**src/rtl/cfg_out_pea_writer.sv**
```systemverilog
// cfg_out_pea_writer: burst loader for the per-PE, per-port output-crossbar selector store.
// Build option: define CFG_OUT_PEA_READBACK_EN for a registered readback port;
// when it is undefined, rd_data_o is tied to 0.

package pea_pkg;
    localparam int N                = 4;
    localparam int KMEM_SIZE        = 8;
    localparam int N_ADDR_BITS_KMEM = 3;
endpackage

package xbar_pkg;
    localparam int M     = 6;
    localparam int LOG_M = 3;
endpackage

module cfg_out_pea_writer
    import pea_pkg::*;
    import xbar_pkg::*;
#(
    localparam int PE_W = (N > 1) ? $clog2(N) : 1,
    localparam int A    = N_ADDR_BITS_KMEM
) (
    input  logic                                           clk_i,
    input  logic                                           rst_i,
    input  logic                                           cmd_valid_i,
    output logic                                           cmd_ready_o,
    input  logic [A-1:0]                                   cmd_base_slot_i,
    input  logic [A:0]                                     cmd_num_slots_i,
    input  logic                                           data_valid_i,
    output logic                                           data_ready_o,
    input  logic [LOG_M-1:0]                               data_i,
    input  logic                                           abort_i,
    output logic                                           busy_o,
    output logic                                           done_o,
    output logic                                           err_o,
    input  logic [PE_W-1:0]                                rd_pe_i,
    input  logic                                           rd_port_i,
    input  logic [A-1:0]                                   rd_slot_i,
    output logic [LOG_M-1:0]                               rd_data_o,
    output logic [N-1:0][1:0][KMEM_SIZE-1:0][LOG_M-1:0]    reg_cfg_sel_out_pea_o
);
    typedef enum logic [1:0] {IDLE, LOAD, DONE} state_e;
    typedef logic [N-1:0][1:0][KMEM_SIZE-1:0][LOG_M-1:0] store_t;

    state_e          state_q, state_d;
    logic [A-1:0]    base_q, base_d;
    logic [A:0]      count_q, count_d;
    logic [A:0]      slot_cnt_q, slot_cnt_d;
    logic [PE_W-1:0] pe_q, pe_d;
    logic            port_q, port_d;
    logic            err_q, err_d;
    store_t          store_q, store_d;
    logic [A+1:0]    slot_sum;
    logic [A-1:0]    slot;
    logic            beat, last_pe, last_beat;

    // Ready/status outputs come only from the state register, so no valid-to-ready path exists.
    assign cmd_ready_o           = state_q == IDLE;
    assign data_ready_o          = state_q == LOAD;
    assign busy_o                = state_q == LOAD;
    assign done_o                = state_q == DONE;
    assign err_o                 = err_q;
    assign reg_cfg_sel_out_pea_o = store_q;

    assign beat      = (state_q == LOAD) && data_valid_i;
    assign slot_sum  = (A+2)'(base_q) + (A+2)'(slot_cnt_q);
    assign slot      = A'(slot_sum % (A+2)'(KMEM_SIZE));
    assign last_pe   = pe_q == PE_W'(N - 1);
    assign last_beat = port_q && last_pe && (slot_cnt_q == count_q - (A+1)'(1));

    // Next-state logic: command latch, beat walk (port, then PE, then slot), store writes.
    always_comb begin
        state_d    = state_q;
        base_d     = base_q;
        count_d    = count_q;
        slot_cnt_d = slot_cnt_q;
        pe_d       = pe_q;
        port_d     = port_q;
        err_d      = err_q;
        store_d    = store_q;
        unique case (state_q)
            IDLE: if (cmd_valid_i) begin
                base_d     = cmd_base_slot_i;
                count_d    = cmd_num_slots_i;
                err_d      = 1'b0;
                slot_cnt_d = '0;
                pe_d       = '0;
                port_d     = 1'b0;
                state_d    = (cmd_num_slots_i == '0) ? DONE : LOAD;
            end
            LOAD: begin
                if (beat) begin
                    store_d[pe_q][port_q][slot] = data_i;
                    err_d  = err_q || (int'(data_i) >= M);
                    port_d = ~port_q;
                    pe_d   = port_q ? (last_pe ? '0 : pe_q + PE_W'(1)) : pe_q;
                    slot_cnt_d = (port_q && last_pe) ? slot_cnt_q + (A+1)'(1) : slot_cnt_q;
                end
                state_d = (abort_i || (beat && last_beat)) ? DONE : LOAD;
            end
            DONE:    state_d = IDLE;
            default: state_d = IDLE;
        endcase
    end

    // State and store registers with synchronous reset.
    always_ff @(posedge clk_i) begin
        if (rst_i) begin
            state_q    <= IDLE;
            base_q     <= '0;
            count_q    <= '0;
            slot_cnt_q <= '0;
            pe_q       <= '0;
            port_q     <= 1'b0;
            err_q      <= 1'b0;
            store_q    <= '0;
        end else begin
            state_q    <= state_d;
            base_q     <= base_d;
            count_q    <= count_d;
            slot_cnt_q <= slot_cnt_d;
            pe_q       <= pe_d;
            port_q     <= port_d;
            err_q      <= err_d;
            store_q    <= store_d;
        end
    end

`ifdef CFG_OUT_PEA_READBACK_EN
    logic [LOG_M-1:0] rd_q, rd_d;

    // Readback lookup into the store as of the previous edge.
    always_comb rd_d = store_q[rd_pe_i][rd_port_i][rd_slot_i];

    // One-cycle registered readback.
    always_ff @(posedge clk_i) begin
        if (rst_i) rd_q <= '0;
        else       rd_q <= rd_d;
    end

    assign rd_data_o = rd_q;
`else
    logic unused_rd;
    assign unused_rd = ^{rd_pe_i, rd_port_i, rd_slot_i};
    assign rd_data_o = '0;
`endif
endmodule

```
**config.mk**
```make
export PLATFORM = sky130hd
export DESIGN_NAME = cfg_out_pea_writer
export DESIGN_NICKNAME = d
export VERILOG_FILES = /design/src/rtl/cfg_out_pea_writer.sv
export SDC_FILE = /design/constraint.sdc
export NUM_CORES = 1
export LEC_CHECK = 0
export ABC_AREA = 1
export CORE_MARGIN = 5
export CORE_UTILIZATION = 54
export DETAILED_ROUTE_END_ITERATION = 8
export PLACE_DENSITY_LB_ADDON = 0.25
export SYNTH_ARGS = -nofsm -noshare
export SYNTH_HDL_FRONTEND = slang
export SYNTH_SLANG_ARGS = --single-unit
```
**constraint.sdc**
```tcl
create_clock -name clk_i -period 3.8 [get_ports clk_i]
set_clock_uncertainty 0.05 [all_clocks]
set_input_delay 0.95 -clock clk_i [delete_from_list [all_inputs] [get_ports clk_i]]
set_output_delay 0.95 -clock clk_i [all_outputs]
set_load 0.03 [all_outputs]
```
* Yosys cells after proc, flatten, opt, wreduce, memory -nomap -nowiden *
Cells that the tools add are included.

storage, ports and cells
  bits in registers = 209
  output and inout bits = 200

operators by class
  $add $sub $neg = 4
  $lt $le $gt $ge = 7
  equal/unequal tests = 8
  muxes and demuxes = 25
  bitwise gates (word level) = 1
  reductions and logical operators = 17

operator list
  kind                 number
  $bwmux 192           1
  $demux 48 s2         1
  $mux 48              1
  $demux 24 s1         1
  $mux 24              1
  $mux 2               7
  $mux 4               3
  $demux 3 s3          1
  $pmux 2 s2           2
  $pmux 4 s2           1
  $reduce_and 4->1     2
  $logic_and 1x1->1    7
  $ne 2x1->1 const B   3
  $add 4x1->4 const B  1
  $eq 2x2->1 const B   2
  $eq 4x4->1           1
  $logic_not 4->1      1
  $lt 3x4->1 const B   1
  $pmux 1 s2           2
  $reduce_and 2->1     2
  $sub 4x1->4 const B  1
  $add 3x3->3          1
  $ge 3x1->1 const B   1
  $ge 3x3->1 const B   1
  14 further kinds     17

* Depth between registers and ports, before layout *
Gate-level depths: netlist of the first run.

  word-level depth = 10
  depth in mapped cells = 13
  mapped depth without buffers = 12

* Worst setup path before layout of the first run *
OpenSTA, ideal clock, no wires.

  kind = reg2reg
  from = register slot_cnt_q[0]
  to = register store_q, in the netlist reg_cfg_sel_out_pea_o[123]
  arrival = 2061 ps
  required time = 3637 ps
  setup slack = 1576 ps
  cell stages (with the launch flop) = 11
  path buffers = 2
  clock period less this slack = 2224 ps
  cells stage by stage = dfxtp_1 ha_1 inv_1 fa_1 clkbuf_1 nand3_1 nor2_1 buf_2 nand4_1 nand2_1 nor2_1

on the way
  longest elaborated chain between the ends = 10
  elaborated cells between the ends (all ways) = 11

ends and longest elaborated chain
  element                                                                line  source
  from (decl)                                                            48    logic [A:0] slot_cnt_q, slot_cnt_d;
  from (signal assigned)                                                 121   slot_cnt_q <= slot_cnt_d;
  $add 3x3->3 (*)                                                        66    assign slot_sum = (A+2)'(base_q) + (A+2)'(slot_cnt_q);
  $lt 3x4->1 (not written as such) / $ge 3x1->1 (equally long branches)  93    store_d[pe_q][port_q][slot] = data_i;
  $logic_and 1x1->1 (not written as such)                                93
  $mux 3 (not written as such)                                           93
  $demux 3 s3 (*)                                                        93
  $mux 24 (not written as such) (*)                                      93
  $demux 24 s1 (*)                                                       93
  $mux 48 (not written as such) (*)                                      93
  $demux 48 s2 (*)                                                       93
  $bwmux 192 (*)                                                         93
  to (signal assigned)                                                   125   store_q <= store_d;
  to (decl)                                                              52    store_t store_q, store_d;

Every way passes the cells marked *; elsewhere a longest branch is shown, timed or not.
A chain may end at the register's enable or synchronous reset.

* Final worst setup path of the first run *
  from = register slot_cnt_q[0]
  to = register store_q, in the netlist reg_cfg_sel_out_pea_o[44]

The elaborated chain is that of the path after synthesis.

==> impl_metrics.env, run 1 <==
export IMPL_status="completed"
export IMPL_hold_class="flip-flop to flip-flop"
export IMPL_fmax_ghz=0.340
export IMPL_endpoint_kind="flip-flop"
export IMPL_via_count=9624
export IMPL_final_antenna_net_count=0
export IMPL_antenna_found_initial=0
export IMPL_hpwl_mm=19.3
export IMPL_clock_latency_ns=0.50
export IMPL_drc=0
export IMPL_grt_overflow_total=0
export IMPL_grt_pass1_vias=8776
export IMPL_hold_viol=0
export IMPL_cts_repair_resized=0
export IMPL_die_area_um2=20000
export IMPL_ys_ff_latch=209
export IMPL_cts_tree="done"
export IMPL_whs_ns=0.427
export IMPL_routed_wl_mm=30.0
export IMPL_fp_dieW_um=142
export IMPL_clock_path_buffers=3
export IMPL_fillCellCount=1451
export IMPL_period_minus_slack_ns=2.94
export IMPL_slew_headroom=0.477
export IMPL_cts_hold_buffers_added=0
export IMPL_syn_instance_count=1335
export IMPL_avgViaCountPerCell=5.59
export IMPL_n_antenna_cell=0
export IMPL_post_drt_wl_per_cell_um=17.4
export IMPL_crit_type="flip-flop to flip-flop"
export IMPL_power_density_nw_per_um2=419
export IMPL_clkTransAtPathRegs_ns=0.06
export IMPL_final_common_cell="nor2_1"
export IMPL_grt_total_usage=0.289
export IMPL_syn2layout_area_growth_pct=30.3
export IMPL_critPathLaunchType="flip-flop"
export IMPL_ir_worst_vdd_uv=377
export IMPL_drt_pass1_iter_count=5
export IMPL_std_cell_rows=48
export IMPL_initial_core_util=0.546
export IMPL_drive_gt1_frac=0.0755
export IMPL_critical_path_max_fanout=13
export IMPL_postCtsSetupBuffers=0
export IMPL_die_height_um=142
export IMPL_routabilityCongestion=0.872
export IMPL_setup_viol=0
export IMPL_worst_pin_slew_ns=0.785
export IMPL_grt_max_degree=77
export IMPL_cts_htree_levels=1
export IMPL_period_share=0.774
export IMPL_drt_iter0_drc=902
export IMPL_syn_area_um2=9340
export IMPL_fin_nets=1512
export IMPL_yosysUniqueCellTypes=27
export IMPL_ios=221
export IMPL_layout_common_cells="nor2_1, nand2_1, clkdlybuf4s50_1"
export IMPL_seq_area_frac_synth=0.448
export IMPL_avgSynthCellArea_um2=6.99
export IMPL_p_leak_nw=4.55
export IMPL_setup_tns_ns=0
export IMPL_portBuffers=211
export IMPL_grt_pass1_wl_mm=47.0
export IMPL_cts_root_buf="clkbuf_16"
export IMPL_core_area_um2=17100
export IMPL_slew_viol_final=0
export IMPL_numCtsBuffers=22
export IMPL_arrival_ns=3.29
export IMPL_max_cap_violations=0
export IMPL_cts_num_sinks=209
export IMPL_rsz0062_at_grt="no"
export IMPL_required_ns=4.15
export IMPL_synth_warnings=0
[kinds of logic (layout without fill, tap and decap cells)]
| group | count (synthesis) | in the layout | share of synthesized area |
|---|---|---|---|
| other cells | 1 | 3 | 0.000402 |
| simple gates | 944 | 944 | 0.453 |
| compound gates | 26 | 26 | 0.0155 |
| flops | 209 | 209 | 0.448 |
| buf+inv | 147 | 306 | 0.0712 |
| fa+ha+maj | 8 | 8 | 0.0115 |
[worst paths after layout]
kind,from,to,slack [ns],cells after the start
max,slot_cnt_q[0],reg_cfg_sel_out_pea_o[44],0.86,10
max reg2reg,slot_cnt_q[0],reg_cfg_sel_out_pea_o[44],0.86,10
min reg2reg,err_o,err_o,0.43,2
min,err_o,err_o,0.43,2
[sequential cells by signal (all words and copies together), names as in the netlist]
register and flops:
base_q 3, count_q 4, err_o 1, pe_q 2
port_q 1, reg_cfg_sel_out_pea_o 192, slot_cnt_q 4, state_q 2
[stage by stage]
stage / util / worst slack, ns / cells / instance area [µm²] / power, mW
2_1_floorplan: - / 1.58 / 1337 / 9350 / 2.77
3_3_place_gp: 0.669 / 0.847 / 1684 / 11500 / 2.98
6_report: 0.711 / 0.858 / 1721 / 12200 / 5.09
5_1_grt: 0.711 / 0.670 / 1721 / 12200 / 5.26
3_5_place_dp: 0.669 / 0.842 / 1684 / 11500 / 2.99
4_1_cts: 0.711 / 0.894 / 1721 / 12200 / 5.10
[power by group]
group / switching, mW / leakage (nW) / internal, mW
logic: 0.544 / 2.52 / 0.169
clock network: 0.872 / 0.343 / 1.26
registers: 0.0326 / 1.69 / 2.22
[routing by layer]
metal  part of all wire  track usage  wire length [µm]  vias to the layer above
met5                  0            0                 0                        -
met4              0.038        0.104              1130                        0
met3              0.088       0.0559              2650                       73
met2               0.47        0.474             14100                      470
met1               0.40        0.381             12100                     4408
li1                   -            -                 -                     4673
[layout make-up]
| class | count | area (µm²) | area share |
|---|---|---|---|
| multi-input cells | 981 | 4510 | 0.370 |
| flip-flops and latches | 209 | 4190 | 0.344 |
| repair buffers | 233 | 2340 | 0.192 |
| clock buffers | 31 | 614 | 0.0505 |
| well taps | 225 | 282 | 0.0231 |
| inverters | 36 | 141 | 0.0116 |
| clock inverters | 6 | 93.8 | 0.00771 |
[synthesized netlist by cell type, drive strengths merged]
| library cell | number | area share |
|---|---|---|
| clkbuf | 34 | 0.014 |
| nand4 | 209 | 0.14 |
| nor3 | 2 | 0.0011 |
| inv | 35 | 0.014 |
| fa | 1 | 0.0021 |
| a31oi | 1 | 0.00067 |
| buf | 77 | 0.043 |
| dfxtp | 209 | 0.45 |
| nand2 | 242 | 0.099 |
| o31ai | 1 | 0.00080 |
| conb | 1 | 0.00040 |
| nand3 | 14 | 0.0075 |
| nor2 | 477 | 0.21 |
| a21oi | 13 | 0.0082 |
| o21ai | 11 | 0.0059 |
| clkinv | 1 | 0.00040 |
| ha | 7 | 0.0094 |
[worst max-delay path, stage by stage, from the launching register on]
cell      delay (ns)
dfxtp_1         0.42
ha_1            0.18
inv_1           0.05
fa_1            0.61
clkinv_1        0.24
nand3_1         0.16
nor2_2          0.54
buf_4           0.33
nand4_1         0.10
nand2_1         0.11
nor2_1          0.05
(Power assumes the default switching activity.)
==> inputs of run 2 (changes only) <==
--- a/config.mk
+++ b/config.mk
@@ -7,7 +7,7 @@
 export LEC_CHECK = 0
 export ABC_AREA = 1
 export CORE_MARGIN = 5
-export CORE_UTILIZATION = 54
+export CORE_UTILIZATION = 50
 export DETAILED_ROUTE_END_ITERATION = 8
 export PLACE_DENSITY_LB_ADDON = 0.25
 export SYNTH_ARGS = -nofsm -noshare
==> constraint.sdc (replaced) <==
create_clock -name clk_i -period 2.85 [get_ports clk_i]
set_clock_uncertainty 0.05 [all_clocks]
set_input_delay 0.7125 -clock clk_i [delete_from_list [all_inputs] [get_ports clk_i]]
set_output_delay 0.7125 -clock clk_i [all_outputs]
set_load 0.03 [all_outputs]
==> run 2 against run 1 <==
Effect of this change:
- via count hardly changed
- clock-buffer cell count is 2 higher
- global-route usage is 2.7 points lower
- die area is 7.4% higher
- sequential power is 33% higher
- non-clock buffer count is 22 higher
- register-to-register slack worse by 0.73 ns
- core utilization is 4.3 points lower
- combinational power is 42% higher
- sequential cell count stayed put
- fmax is 8.1% higher
- critical path type unchanged
==> impl_metrics.env, run 2 (synthesis gave the netlist of run 1 again) <==
export IMPL_grt_total_usage=0.262
export IMPL_crit_type="flip-flop to flip-flop"
export IMPL_rsz0062_at_grt="no"
export IMPL_cts_repair_resized=0
export IMPL_slowest_delay_ns=0.72
export IMPL_n_antenna_cell=0
export IMPL_period_minus_slack_ns=2.72
export IMPL_endpoint_kind="flip-flop"
export IMPL_status="completed"
export IMPL_reg2reg_from="slot_cnt_q[0]"
export IMPL_grt_max_degree=71
export IMPL_clock_path_buffers=3
export IMPL_antenna_found_initial=0
export IMPL_grt_pass1_vias=8805
export IMPL_clkTransAtPathRegs_ns=0.06
export IMPL_slew_headroom=0.625
export IMPL_max_cap_violations=0
export IMPL_portBuffers=211
export IMPL_clock_latency_ns=0.51
export IMPL_syn2layout_area_growth_pct=32.4
export IMPL_hpwl_mm=20.1
export IMPL_hold_class="flip-flop to flip-flop"
export IMPL_routed_wl_mm=30.0
export IMPL_cts_root_buf="clkbuf_16"
export IMPL_slew_viol_final=0
export IMPL_ios=221
export IMPL_cts_num_sinks=209
export IMPL_layout_common_cells="nor2_1, nand2_1, clkdlybuf4s50_1"
export IMPL_initial_core_util=0.504
export IMPL_grt_overflow_total=0
export IMPL_drc=0
export IMPL_p_leak_nw=4.67
export IMPL_crit_slowest_cell="fa_1"
export IMPL_hold_start="reg_cfg_sel_out_pea_o[85]"
export IMPL_timing_rr_end="reg_cfg_sel_out_pea_o[41]"
export IMPL_p_total_mw=6.83
export IMPL_arrival_ns=3.08
export IMPL_grt_pass1_wl_mm=46.5
export IMPL_drive_gt1_frac=0.0920
export IMPL_final_antenna_net_count=0
export IMPL_die_height_um=147
export IMPL_fmax_ghz=0.367
export IMPL_crit_chain="ha_1 -> inv_1 -> fa_1 -> nand3_1 -> nor2_2 -> buf_4 -> nand4_1 -> nand2_1 -> nor2_1"
export IMPL_hold_viol=0
export IMPL_std_cell_rows=50
export IMPL_routabilityCongestion=0.863
export IMPL_fp_dieW_um=147
export IMPL_worst_pin_slew_ns=0.561
export IMPL_post_drt_wl_per_cell_um=17.1
export IMPL_drt_pass1_iter_count=5
export IMPL_cpLargestDelayFamily="simple AND/OR/NAND/NOR gates"
export IMPL_core_area_um2=18500
export IMPL_worstSetupStartpoint="slot_cnt_q[0]"
export IMPL_final_common_cell="nor2_1"
export IMPL_period_share=0.955
export IMPL_cts_htree_levels=1
export IMPL_drt_iter0_drc=681
export IMPL_setup_tns_ns=0
export IMPL_power_density_nw_per_um2=552
export IMPL_cts_tree="done"
export IMPL_whs_ns=0.429
export IMPL_setup_viol=0
export IMPL_regToRegSetupSlack_ns=0.13
export IMPL_via_count=9633
export IMPL_cts_hold_buffers_added=0
export IMPL_critPathLaunchType="flip-flop"
export IMPL_fin_nets=1535
export IMPL_cp_num_buf_inv=2
export IMPL_r2r_cells=9
export IMPL_postCtsSetupBuffers=0
export IMPL_cp_depth=9
export IMPL_avgViaCountPerCell=5.49
export IMPL_largest_reg_flops=192
export IMPL_crit_path_end="reg_cfg_sel_out_pea_o[41]"
export IMPL_numCtsBuffers=23
export IMPL_required_ns=3.20
export IMPL_die_area_um2=21500
export IMPL_critical_path_max_fanout=11
export IMPL_ir_worst_vdd_uv=379
-- run 2: changes by cell type in the layout (fill, tap and decap cells not counted), sizes merged --
cell | before | now
buf | 22 | 44
bufinv | 2 | 0
clkbuf | 31 | 33
clkinvlp | 1 | 3
inv | 34 | 35
-- run 2: stage by stage --
stage                     instances  worst slack (ns)   util  area, µm²
after floorplan                1337             0.626      -       9350
after global placement         1715             0.277  0.629      11600
after detailed placement       1715             0.248  0.629      11600
after CTS                      1755             0.169  0.668      12400
after global routing           1755            0.0174  0.668      12400
final                          1755             0.128  0.668      12400
-- run 2: worst min-delay path by stage --
stage / endpoint / slack [ns] / depth (start not counted)
after detailed placement: reg_cfg_sel_out_pea_o[148] / 0.42 / 2
after floorplan: base_q[0] / 0.41 / 2
after global routing: reg_cfg_sel_out_pea_o[85] / 0.45 / 2
after global placement: err_o / 0.40 / 2
after CTS: reg_cfg_sel_out_pea_o[148] / 0.43 / 2
final: reg_cfg_sel_out_pea_o[85] / 0.43 / 2
-- run 2: per-layer routing --
| layer | part of all wire | wire (µm) | vias up | global-route usage |
|---|---|---|---|---|
| met5 | 0 | 0 | - | 0 |
| met1 | 0.41 | 12300 | 4428 | 0.344 |
| met2 | 0.47 | 14200 | 416 | 0.439 |
| li1 | - | - | 4723 | - |
| met3 | 0.090 | 2700 | 66 | 0.0543 |
| met4 | 0.028 | 837 | 0 | 0.0743 |
-- run 2: cell type report --
cell class | count | area (µm²)
Sequential cell | 209 | 4190
Clock inverter | 7 | 46.3
Fill cell | 1633 | 6150
Inverter | 36 | 141
Timing Repair Buffer | 255 | 2520
Clock buffer | 33 | 673
Tap cell | 234 | 293
Multi-Input combinational cell | 981 | 4510
-- run 2: power breakdown --
part,switching (mW),internal (mW),total (mW)
clock network,1.19,1.64,2.83
registers,0.0312,2.95,2.99
logic,0.746,0.261,1.01
-- run 2: worst min-delay path, stage by stage, from the launching register on --
cell and delay (ns):
dfxtp_1 0.32, nor2_1 0.05, nor2_1 0.08
